`config.mk`:
```
export PLATFORM = sky130hd
export DESIGN_NAME = ysyx_22050612_ifu_fetch
export DESIGN_NICKNAME = d
export VERILOG_FILES = /design/src/rtl/ysyx_22050612_ifu_pkg.sv /design/src/rtl/ysyx_22050612_pc_reg.sv /design/src/rtl/ysyx_22050612_ifu.sv
export SDC_FILE = /design/constraint.sdc
export NUM_CORES = 1
export LEC_CHECK = 0
export BUFFER_PORTS_ARGS = -buffer_cell sky130_fd_sc_hd__buf_2
export CAP_MARGIN = 20
export CORE_ASPECT_RATIO = 1.2
export CORE_MARGIN = 5
export CORE_UTILIZATION = 45
export DETAILED_ROUTE_END_ITERATION = 6
export GPL_ROUTABILITY_DRIVEN = 0
export GPL_TIMING_DRIVEN = 0
export PLACE_DENSITY = 0.83
export SLEW_MARGIN = 20
export SYNTH_ARGS = -nofsm -noshare
export SYNTH_HDL_FRONTEND = slang
export SYNTH_SLANG_ARGS = --single-unit
```
`constraint.sdc`:
```
create_clock -name clk -period 5.8 [get_ports clk]
set_clock_uncertainty 0.05 [all_clocks]
set_input_delay 0.29 -clock clk [delete_from_list [all_inputs] [get_ports clk]]
set_output_delay 0.29 -clock clk [all_outputs]
set_load 0.01 [all_outputs]
```
`src/rtl/ysyx_22050612_ifu_pkg.sv`:
```
// Shared types and constants for the instruction fetch unit.
// Consumers: ysyx_22050612_ifu_fetch, ysyx_22050612_pc_reg.
package ysyx_22050612_ifu_pkg;

  typedef logic [1:0] ifu_state_t;

  localparam ifu_state_t S_REQ  = 2'd0;
  localparam ifu_state_t S_WAIT = 2'd1;
  localparam ifu_state_t S_HOLD = 2'd2;

  localparam logic [31:0] INST_NOP    = 32'h0000_0013;
  localparam logic [31:0] INST_EBREAK = 32'h0010_0073;

  localparam logic [63:0] DEF_RESET_PC = 64'h0000_0000_8000_0000;

  function automatic logic [31:0] pick_word(
    input logic        hi,
    input logic [63:0] dw
  );
    return hi ? dw[63:32] : dw[31:0];
  endfunction

endpackage

```
`src/rtl/ysyx_22050612_pc_reg.sv`:
```
// PC register: sync reset, redirect mux, +4 incrementer.
// Redirect targets are forced to 4-byte alignment.
module ysyx_22050612_pc_reg
  import ysyx_22050612_ifu_pkg::*;
#(
  parameter int XLEN = 64,
  parameter logic [XLEN-1:0] RESET_PC = XLEN'(DEF_RESET_PC)
) (
  input  logic            clk,
  input  logic            rst,
  input  logic            redirect_valid,
  input  logic [XLEN-1:0] redirect_pc,
  input  logic            advance,
  output logic [XLEN-1:0] pc
);

  always_ff @(posedge clk) begin
    if (rst) begin
      pc <= RESET_PC;
    end else if (redirect_valid) begin
      pc <= redirect_pc & ~XLEN'(3);
    end else if (advance) begin
      pc <= pc + XLEN'(4);
    end
  end

endmodule

```
`src/rtl/ysyx_22050612_ifu.sv`:
```
// Instruction fetch unit top (ysyx_22050612_ifu_fetch).
// Optional: YSYX_22050612_IFU_EBREAK_HALT_EN parks the unit on ebreak.
module ysyx_22050612_ifu_fetch
  import ysyx_22050612_ifu_pkg::*;
#(
  parameter int XLEN = 64,
  parameter logic [XLEN-1:0] RESET_PC = XLEN'(DEF_RESET_PC)
) (
  input  logic            clk,
  input  logic            rst,
  input  logic            redirect_valid,
  input  logic [XLEN-1:0] redirect_pc,
  output logic            imem_req_valid,
  input  logic            imem_req_ready,
  output logic [XLEN-1:0] imem_req_addr,
  input  logic            imem_rsp_valid,
  input  logic [63:0]     imem_rsp_data,
  output logic            inst_valid,
  input  logic            inst_ready,
  output logic [31:0]     inst,
  output logic [XLEN-1:0] inst_pc,
  output logic            halt
);

  ifu_state_t      state;
  logic            drop;
  logic [XLEN-1:0] pc;
  logic            halt_q;
  logic            parked;
  logic            rsp_ok;
  logic [31:0]     rsp_word;

  assign imem_req_valid = !rst && (state == S_REQ);
  assign imem_req_addr  = {pc[XLEN-1:3], 3'b000};
  assign inst_valid     = !rst && (state == S_HOLD) && !parked;
  assign halt           = halt_q;

  assign rsp_word = pick_word(pc[2], imem_rsp_data);
  // A same-cycle redirect makes the arriving response stale.
  assign rsp_ok = (state == S_WAIT) && imem_rsp_valid
               && !drop && !redirect_valid;

  ysyx_22050612_pc_reg #(
    .XLEN     (XLEN),
    .RESET_PC (RESET_PC)
  ) u_pc_reg (
    .clk            (clk),
    .rst            (rst),
    .redirect_valid (redirect_valid),
    .redirect_pc    (redirect_pc),
    .advance        (inst_valid && inst_ready),
    .pc             (pc)
  );

  always_ff @(posedge clk) begin
    if (rst) begin
      state   <= S_REQ;
      drop    <= 1'b0;
      inst    <= INST_NOP;
      inst_pc <= '0;
    end else begin
      unique case (state)
        S_REQ: begin
          if (imem_req_ready) begin
            state <= S_WAIT;
            drop  <= redirect_valid;
          end
        end
        S_WAIT: begin
          if (imem_rsp_valid) begin
            drop <= 1'b0;
            if (rsp_ok) begin
              state   <= S_HOLD;
              inst    <= rsp_word;
              inst_pc <= pc;
            end else begin
              state <= S_REQ;
            end
          end else if (redirect_valid) begin
            drop <= 1'b1;
          end
        end
        S_HOLD: begin
          if (redirect_valid || inst_ready) begin
            state <= halt_q ? S_HOLD : S_REQ;
          end
        end
        default: state <= S_REQ;
      endcase
    end
  end

`ifdef YSYX_22050612_IFU_EBREAK_HALT_EN
  always_ff @(posedge clk) begin
    if (rst) begin
      halt_q <= 1'b0;
      parked <= 1'b0;
    end else begin
      if (rsp_ok && (rsp_word == INST_EBREAK)) begin
        halt_q <= 1'b1;
      end
      if ((state == S_HOLD) && halt_q
          && (redirect_valid || inst_ready)) begin
        parked <= 1'b1;
      end
    end
  end
`else
  assign halt_q = 1'b0;
  assign parked = 1'b0;
`endif

endmodule
```
# Word-level counts from Yosys, hierarchy flattened
# Index checks and enable logic that the tools add are counted.
[totals] word_cells=42 ff_bits=163 inputBits=134
[classes] n_eq_ne=6 n_addsub=1 muxes=12 n_reduce_logical=17
[op_table] cell="2-to-1 mux 64 bit" n=2
[op_table] cell="adder 64 x 3 -> 64 bit (second input constant)" n=1
[op_table] cell="2-to-1 mux 32 bit" n=1
[op_table] cell="AND reduction 3 bit" n=3
[op_table] cell="2-to-1 mux 2 bit" n=4
[op_table] cell="logical AND 1 bit" n=6
[op_table] cell="one-hot mux 2 bit (3 select lines)" n=1
[op_table] cell="!= test 2 bit (second input constant)" n=2
[op_table] cell="nonzero test 2 bit" n=2
[op_table] cell="zero test 1 bit" n=3
[op_table] cell="2-to-1 mux 1 bit" n=3
[op_table] cell="!= test 3 bit (second input constant)" n=1
[op_table] cell="== test 2 x 1 -> 1 bit (second input constant)" n=1
[op_table] cell="== test 2 bit (second input constant)" n=1
[op_table] cell="zero test 2 bit" n=1
[op_table] cell="!= test 2 x 1 -> 1 bit (second input constant)" n=1
[op_table] cell="one-hot mux 1 bit (2 select lines)" n=1
[op_table] cell="OR reduction 2 bit" n=1
[op_table] cell="logical OR 1 bit" n=1

# Logic depth before layout (Yosys ltp)
# Gate-level depths: netlist of run 1.
[logic_depth] word_depth=7 mapped_depth=9 ltp_nobuf=6

# Cells and area by module
# Synthesis of run 1 repeated with hierarchy kept, for this count alone.
[unflattened] hier_cells=983 area_unflattened_um2=8195.4
[modules_own_cells] mod="ysyx_22050612_ifu_fetch" n_inst=1 area_each_um2=4381.7 seq_area_each_um2=1981.9 cells_per_inst=499
[modules_own_cells] mod="ysyx_22050612_pc_reg" n_inst=1 area_each_um2=3813.7 seq_area_each_um2=1241.2 cells_per_inst=484

# Worst setup path before layout of run 1
# OpenSTA, ideal clock, no wires.
[synth_timing] path_type="input -> register" start="input port rst" end="register u_pc_reg.pc[55]" path_stages=9 slack_ns=3.036 path_buffers=4 setup_time_ns=0.112 t_arrival_ns=2.602 cell_sequence="buf_6 -> nand4bb_1 -> buf_2 -> or4_1 -> buf_2 -> or4b_4 -> buf_6 -> or3_1 -> a2111oi_1"
[synth_via] elab_chain_cells=4
[synth_lines] element="start, declared" line_no="ysyx_22050612_ifu.sv:10" text="input logic rst,"
[synth_lines] element="zero test 1 bit" line_no="ysyx_22050612_ifu.sv:35" text="assign inst_valid = !rst && (state == S_HOLD) && !parked;"
[synth_lines] element="logical AND 1 bit" line_no="ysyx_22050612_ifu.sv:35"
[synth_lines] element="logical AND 1 bit" line_no="ysyx_22050612_ifu.sv:51" text=".advance (inst_valid && inst_ready),"
[synth_lines] element="nonzero test 2 bit (no source line)"
[synth_lines] element="end signal, assigned" line_no="ysyx_22050612_pc_reg.sv:21" text="pc <= redirect_pc & ~XLEN'(3);"
[synth_lines] element="end signal, assigned" line_no="ysyx_22050612_pc_reg.sv:23" text="pc <= pc + XLEN'(4);"
[synth_lines] element="end, declared" line_no="ysyx_22050612_pc_reg.sv:14" text="output logic [XLEN-1:0] pc"
# Parallel ways exist; a longest one is shown, timed or not.
# A chain may end at the register's enable or synchronous reset.

# Worst setup path in the final report of run 1
[layout_timing] start="register u_pc_reg.pc[19]" end="register u_pc_reg.pc[60]"
[layout_via] elab_chain_cells=3
[layout_lines] element="adder 64 x 3 -> 64 bit" line_no="ysyx_22050612_pc_reg.sv:23"
[layout_lines] element="2-to-1 mux 64 bit" line_no="ysyx_22050612_pc_reg.sv:22" text="end else if (advance) begin"
[layout_lines] element="2-to-1 mux 64 bit" line_no="ysyx_22050612_pc_reg.sv:20" text="end else if (redirect_valid) begin"
# Every way passes these cells. The select of a mux whose other input is x is not followed.

==> results.cfg, run 1 <==
[hold_path]
min_from = redirect_pc[5]
hold_class = input pin to register
whs_path_depth = 3
hold_path_end = u_pc_reg.pc[5]

[clocking]
tritoncts = yes
post_cts_buffers = 0
cts_sinks = 159
numCtsBuffers = 17
cts_root_buf = clkbuf_16
clock_latency_ns = 0.42
htreeDepth = 4
ctsHoldBuffers = 0
cts_resized = 0
clk_pin_slew_ns = 0.06
cts_max_path_buffers = 2

[route]
vias = 8777
via_per_inst = 5.60
postRouteAntennaNets = 0
routed_wl_um = 28400
drc = 0
dr.first_iter.drc_count = 836
dr.pass1.iters = 6
avgRoutedWirePerCell_um = 18.1

[worst_setup_path]
crit_path_end_kind = register
cp_data_required_time_ns = 6.08
cpMaxStageDelayCell = nor4_1
r2r-end = u_pc_reg.pc[60]
path_class = register to register
crit_fanout = 10
worstPathArrival_ns = 3.57
critPathLaunchType = register
path_buf_inv = 1
critical-path-top-delay-family = simple AND/OR/NAND/NOR gates
critPathMaxStageDelay_ns = 0.88
r2r_setup_slack_ns = 2.51
r2r-start = u_pc_reg.pc[19]
cp_cell_sequence = clkbuf_1 > nand4_1 > nor4_1 > nand4_1 > or4_1 > a311oi_1
ff2ff_path_depth = 6
path_common_cell = nand4_1

[floorplan]
core_sq_um = 17600
num_rows = 53
start_util_pct = 46.1
die_area_sq_um = 20900
die_w_um = 133
fp.dieH_um = 157
io_pins = 297

[yosys]
ys_types = 54
yosys-top-cells-count = 175 x nand2_1, 159 x dfxtp_1, 91 x nor2_1
synth_edf_count = 0
synth_area_per_cell_sq_um = 7.93
synth_area_leaders = dfxtp_1 39%, nand2_1 8.1%, buf_4 6.2%
synth_top_area_cell = dfxtp_1
synth_most_common_cell = nand2_1
synth_area_sq_um = 8130
async_flop_share_pct = 0
synth_top_area_share_pct = 39.2
ys_ff_latch = 159
synth-main-ff-cell = dfxtp_1
syn-instance-count = 1025
ys_seq_area_share_pct = 39.2
ys_warn_count = 0

[global_routing]
grt_pass1_wl_um = 43700
grt_max_degree = 17
grt_overflow = 0
grt_use_total_pct = 26.2
grt_pass1_vias = 8248
antenna_found_initial = 1

[placed_design]
dp_hpwl_um = 22000
place_area_sq_um = 9860
port_buffers = 287

[power]
cellLeakagePower_nw = 4.32
vdd_ir_drop_max_v = 0.000179
powerDensity_nw_per_um2 = 262

[final_layout]
drive_gt1_share_pct = 29.2
fin_area_sq_um = 10500
syn_to_final_growth_pct = 29.0
fill_cells = 1636
fin_nets = 1471

[status]
outcome = completed

[flow_run]
drv_cap = 0

[sta]
relSlewSlack_pct = 27.5
max_freq_mhz = 304
finalMaxSlewViolations = 0
finalCritPeriodShare_pct = 56.8
min_period_ns = 3.29
tns_ns = 0
max_slew.worst_pin.slew_ns = 1.08
setup_viol = 0
finalHoldViolations = 0
rsz0062_at_grt = no
routing by layer:
metal,wire length (um),vias up,share of wire [%],global-route usage (%)
met2,13600,427,48,44.7
met1,11500,4065,40,32.4
li1,-,4206,-,-
met5,0,-,0,0
met3,2340,79,8.2,6.49
met4,993,0,3.5,9.16
worst reg2reg max path, cell delays in order, from the launching register on:
cell      delay, ns
dfxtp_1        0.32
clkbuf_1       0.36
nand4_1        0.26
nor4_1         0.88
nand4_1        0.47
or4_1          0.59
a311oi_1       0.27
through the flow:
step	utilization, %	hold slack, ns	cells	power (W)	worst slack [ns]
after floorplan	-	0.383	1030	0.00140	3.04
after CTS	59.4	0.0382	1566	0.00276	2.60
after global placement	55.9	0.389	1537	0.00154	2.64
after global routing	59.4	0.0610	1567	0.00284	2.25
final	59.4	0.0551	1567	0.00274	2.51
after detailed placement	55.9	0.393	1537	0.00155	2.63
cell type report:
cell class	count	area, sq um	share of cell area (%)
timing repair buffer	287	1440	13.7
sequential	159	3180	30.4
inverter	21	78.8	0.752
clock buffer	23	468	4.46
multi-input combinational	706	4070	38.8
antenna	1	2.50	0.0239
clock inverter	6	158	1.50
tap	220	275	2.63
buffer	144	811	7.73
where the power goes:
group / switching, W / internal, W / leakage (nW)
clock network: 0.000434 / 0.000780 / 0.299
registers: 0.0000561 / 0.00113 / 1.30
logic: 0.000183 / 0.000156 / 2.72
kinds of logic after synthesis:
kind of cell    Yosys count  synth area share (%)
xor+xnor                 24                  2.59
other cells               1                0.0462
fa+ha+maj                 1                 0.154
flops                   159                  39.2
compound gates          193                  15.9
simple gates            446                  26.7
mux                      36                  4.43
buf+inv                 165                  10.9
registers in the layout, summed over array words and instances, names as in the netlist:
register / flops
drop: 1
inst_pc: 62
inst: 32
state: 2
u_pc_reg.pc: 62
cells in the final DEF, fill, tap and decap left out, types with 6 or more instances in the layout:
cell,instances
conb_1,6
nand3_1,30
nand2_1,175
nor4b_1,6
clkbuf_16,17
o211ai_1,9
a2111oi_0,10
inv_1,21
clkbuf_1,70
buf_4,67
a311oi_1,11
buf_2,290
and3_1,10
dfxtp_1,159
nand4_1,28
or3_1,9
a21oi_1,75
mux2i_1,36
xnor2_1,10
a31oi_1,6
and4_1,11
nor3_1,23
buf_1,6
nor2_1,91
xor2_1,14
nor4_1,19
or4_1,17
a211oi_1,52
worst max path at each step:
stage	startpoint	endpoint	slack (ns)	cells after the start
floorplan	rst	u_pc_reg.pc[55]	3.04	9
global placement	rst	u_pc_reg.pc[39]	2.64	8
detailed placement	u_pc_reg.pc[2]	u_pc_reg.pc[49]	2.63	7
CTS	u_pc_reg.pc[2]	u_pc_reg.pc[49]	2.60	7
global route	u_pc_reg.pc[2]	u_pc_reg.pc[39]	2.25	7
finish	u_pc_reg.pc[19]	u_pc_reg.pc[60]	2.51	6
Power figures use the tool's default switching activity.
==> run 2: changes to the inputs <==
Settings changed: PLACE_DENSITY 0.83 to 0.86.
Clock period 5.8 ns to 2.7 ns, I/O delays scaled along.
==> results.cfg, run 2 (synthesized netlist as in run 1, its figures left out) <==
[clocking]
cts_root_buf = clkbuf_16
clk_pin_slew_ns = 0.06
tritoncts = yes
cts_sinks = 159
htreeDepth = 4
cts_max_path_buffers = 2
clock_latency_ns = 0.43
numCtsBuffers = 17

[final_layout]
syn_to_final_growth_pct = 43.1
final_cell_mix = 287 x buf_2, 175 x nand2_1, 143 x dfxtp_1
multi_input_comb_area_sq_um = 4210
reg_top3 = inst_pc: 62 flops, u_pc_reg.pc: 62 flops, inst: 32 flops
final_common_cell = buf_2
fin_cells = 1668
drive_gt1_share_pct = 31.6
fill_cells = 1408
fin_area_sq_um = 11600
seq_area_sq_um = 3210
fin_nets = 1569

[power]
powerDensity_nw_per_um2 = 520
power.total_w = 0.00604
intPower_w = 0.00448
p_switching_w = 0.00156
cellLeakagePower_nw = 4.87
comb_power_share_pct = 14.1
p_sw_share_pct = 25.8
vdd_ir_drop_max_v = 0.000397
clkPwrFrac_pct = 43.3
pwr-share-seq_pct = 42.7

[route]
vias = 9588
dr.pass1.iters = 6
dr.first_iter.drc_count = 1205
postRouteAntennaNets = 0
drc = 0
via_per_inst = 5.75
avgRoutedWirePerCell_um = 19.4
routed_wl_um = 32400

[global_routing]
antenna_found_initial = 1
grt_pass1_vias = 9354
grt_pass1_wl_um = 49300
grt_overflow = 0
grt_use_total_pct = 29.4
grt_max_degree = 17

[floorplan]
die_w_um = 133
io_pins = 297
num_rows = 53
fp.dieH_um = 157
core_sq_um = 17600
die_area_sq_um = 20900
start_util_pct = 46.1

[placed_design]
place_area_sq_um = 9880
port_buffers = 287
dp_hpwl_um = 21900
dp.cells = 1537

[sta]
max_slew.worst_pin.slew_ns = 1.10
relSlewSlack_pct = 26.3
finalCritPeriodShare_pct = 99.0
setup_viol = 0
min_period_ns = 2.67
finalHoldViolations = 0
max_freq_mhz = 374
finalMaxSlewViolations = 0

[worst_setup_path]
cp-startpoint = state[0]
critPathMaxStageDelay_ns = 0.64
crit_path_end_kind = register
cp_data_required_time_ns = 2.98
cpMaxStageDelayCell = or4b_4
worstPathArrival_ns = 2.96
r2r-start = state[0]
crit_fanout = 6
ff2ff_path_depth = 5
cp_cell_sequence = nand4bb_4 > or4_4 > or4b_4 > or3_4 > a2111oi_4
critPathLaunchType = register
path_class = register to register
r2r_setup_slack_ns = 0.03
crit_path_end = u_pc_reg.pc[55]
r2r-end = u_pc_reg.pc[55]

[flow_run]
drv_cap = 0

[status]
outcome = completed

[hold_path]
hold_class = input pin to register
## run 2: changes by cell type in the layout (fill, tap and decap cells not counted), sizes merged
cell,delta
buf,+23
clkinvlp,+1
clkinv,+4
bufinv,-1
dlygate4sd3,+80
clkbuf,-6
## run 2: layer usage
metal  GRT usage (%)  share of wire (%)
met1            35.3                 37
met3            6.33                8.9
met5               0                  0
met4            14.3                5.2
met2            50.2                 48
## run 2: worst max-delay path: cells and delay by family (launching register included)
kind	cells	cell delay (ns)
AND/OR/NAND/NOR	4	1.89
flip-flops	1	0.36
AO/OA/AOI/OAI	1	0.28
## run 2: layout make-up
cell class                      instances  share of cell area [%]
Multi-Input combinational cell        706                    36.2
Sequential cell                       159                    27.6
Timing Repair Buffer                  394                    21.0
Buffer                                135                    6.77
Clock buffer                           22                    4.08
Tap cell                              220                    2.37
Clock inverter                         10                    1.37
Inverter                               21                   0.678
Antenna cell                            1                  0.0215
## run 2: power by group through the flow
| stage | clock, W | sequential (W) | combinational (W) |
|---|---|---|---|
| finish | 0.00261 | 0.00258 | 0.000849 |
| detailed placement | 0 | 0.00260 | 0.000727 |
| global route | 0.00274 | 0.00259 | 0.000913 |
| global placement | 0 | 0.00260 | 0.000714 |
| floorplan | 0 | 0.00258 | 0.000420 |
| CTS | 0.00263 | 0.00256 | 0.000823 |
## run 2: worst min-delay path by stage
stage,from,endpoint,cells after the start
after floorplan,redirect_pc[2],u_pc_reg.pc[2],2
after global placement,redirect_pc[7],u_pc_reg.pc[7],3
final,imem_rsp_data[50],inst[18],3
after detailed placement,redirect_pc[5],u_pc_reg.pc[5],3
after global routing,imem_rsp_data[10],inst[10],3
after CTS,imem_rsp_data[46],inst[14],3
## run 2: repair_timing
action                                  in CTS  in global routing
endpoints found under the setup margin      26                 50
gates resized for setup                     19                 25
hold endpoints to repair                    75                  0
pin swaps                                    2                 11
hold buffers                                80                  0
buffers inserted                             9                 18
## run 2: metrics by stage
step / worst slack (ns) / util (%) / hold WS, ns / setup TNS [ns]
global route: -0.0121 / 65.9 / 0.0174 / -0.0376
global placement: -0.329 / 56.0 / 0.316 / -3.46
floorplan: 0.0156 / - / 0.228 / 0
finish: 0.0281 / 65.9 / 0.00990 / 0
detailed placement: -0.407 / 56.0 / 0.330 / -4.42
CTS: 0.00133 / 64.9 / 0.000206 / 0
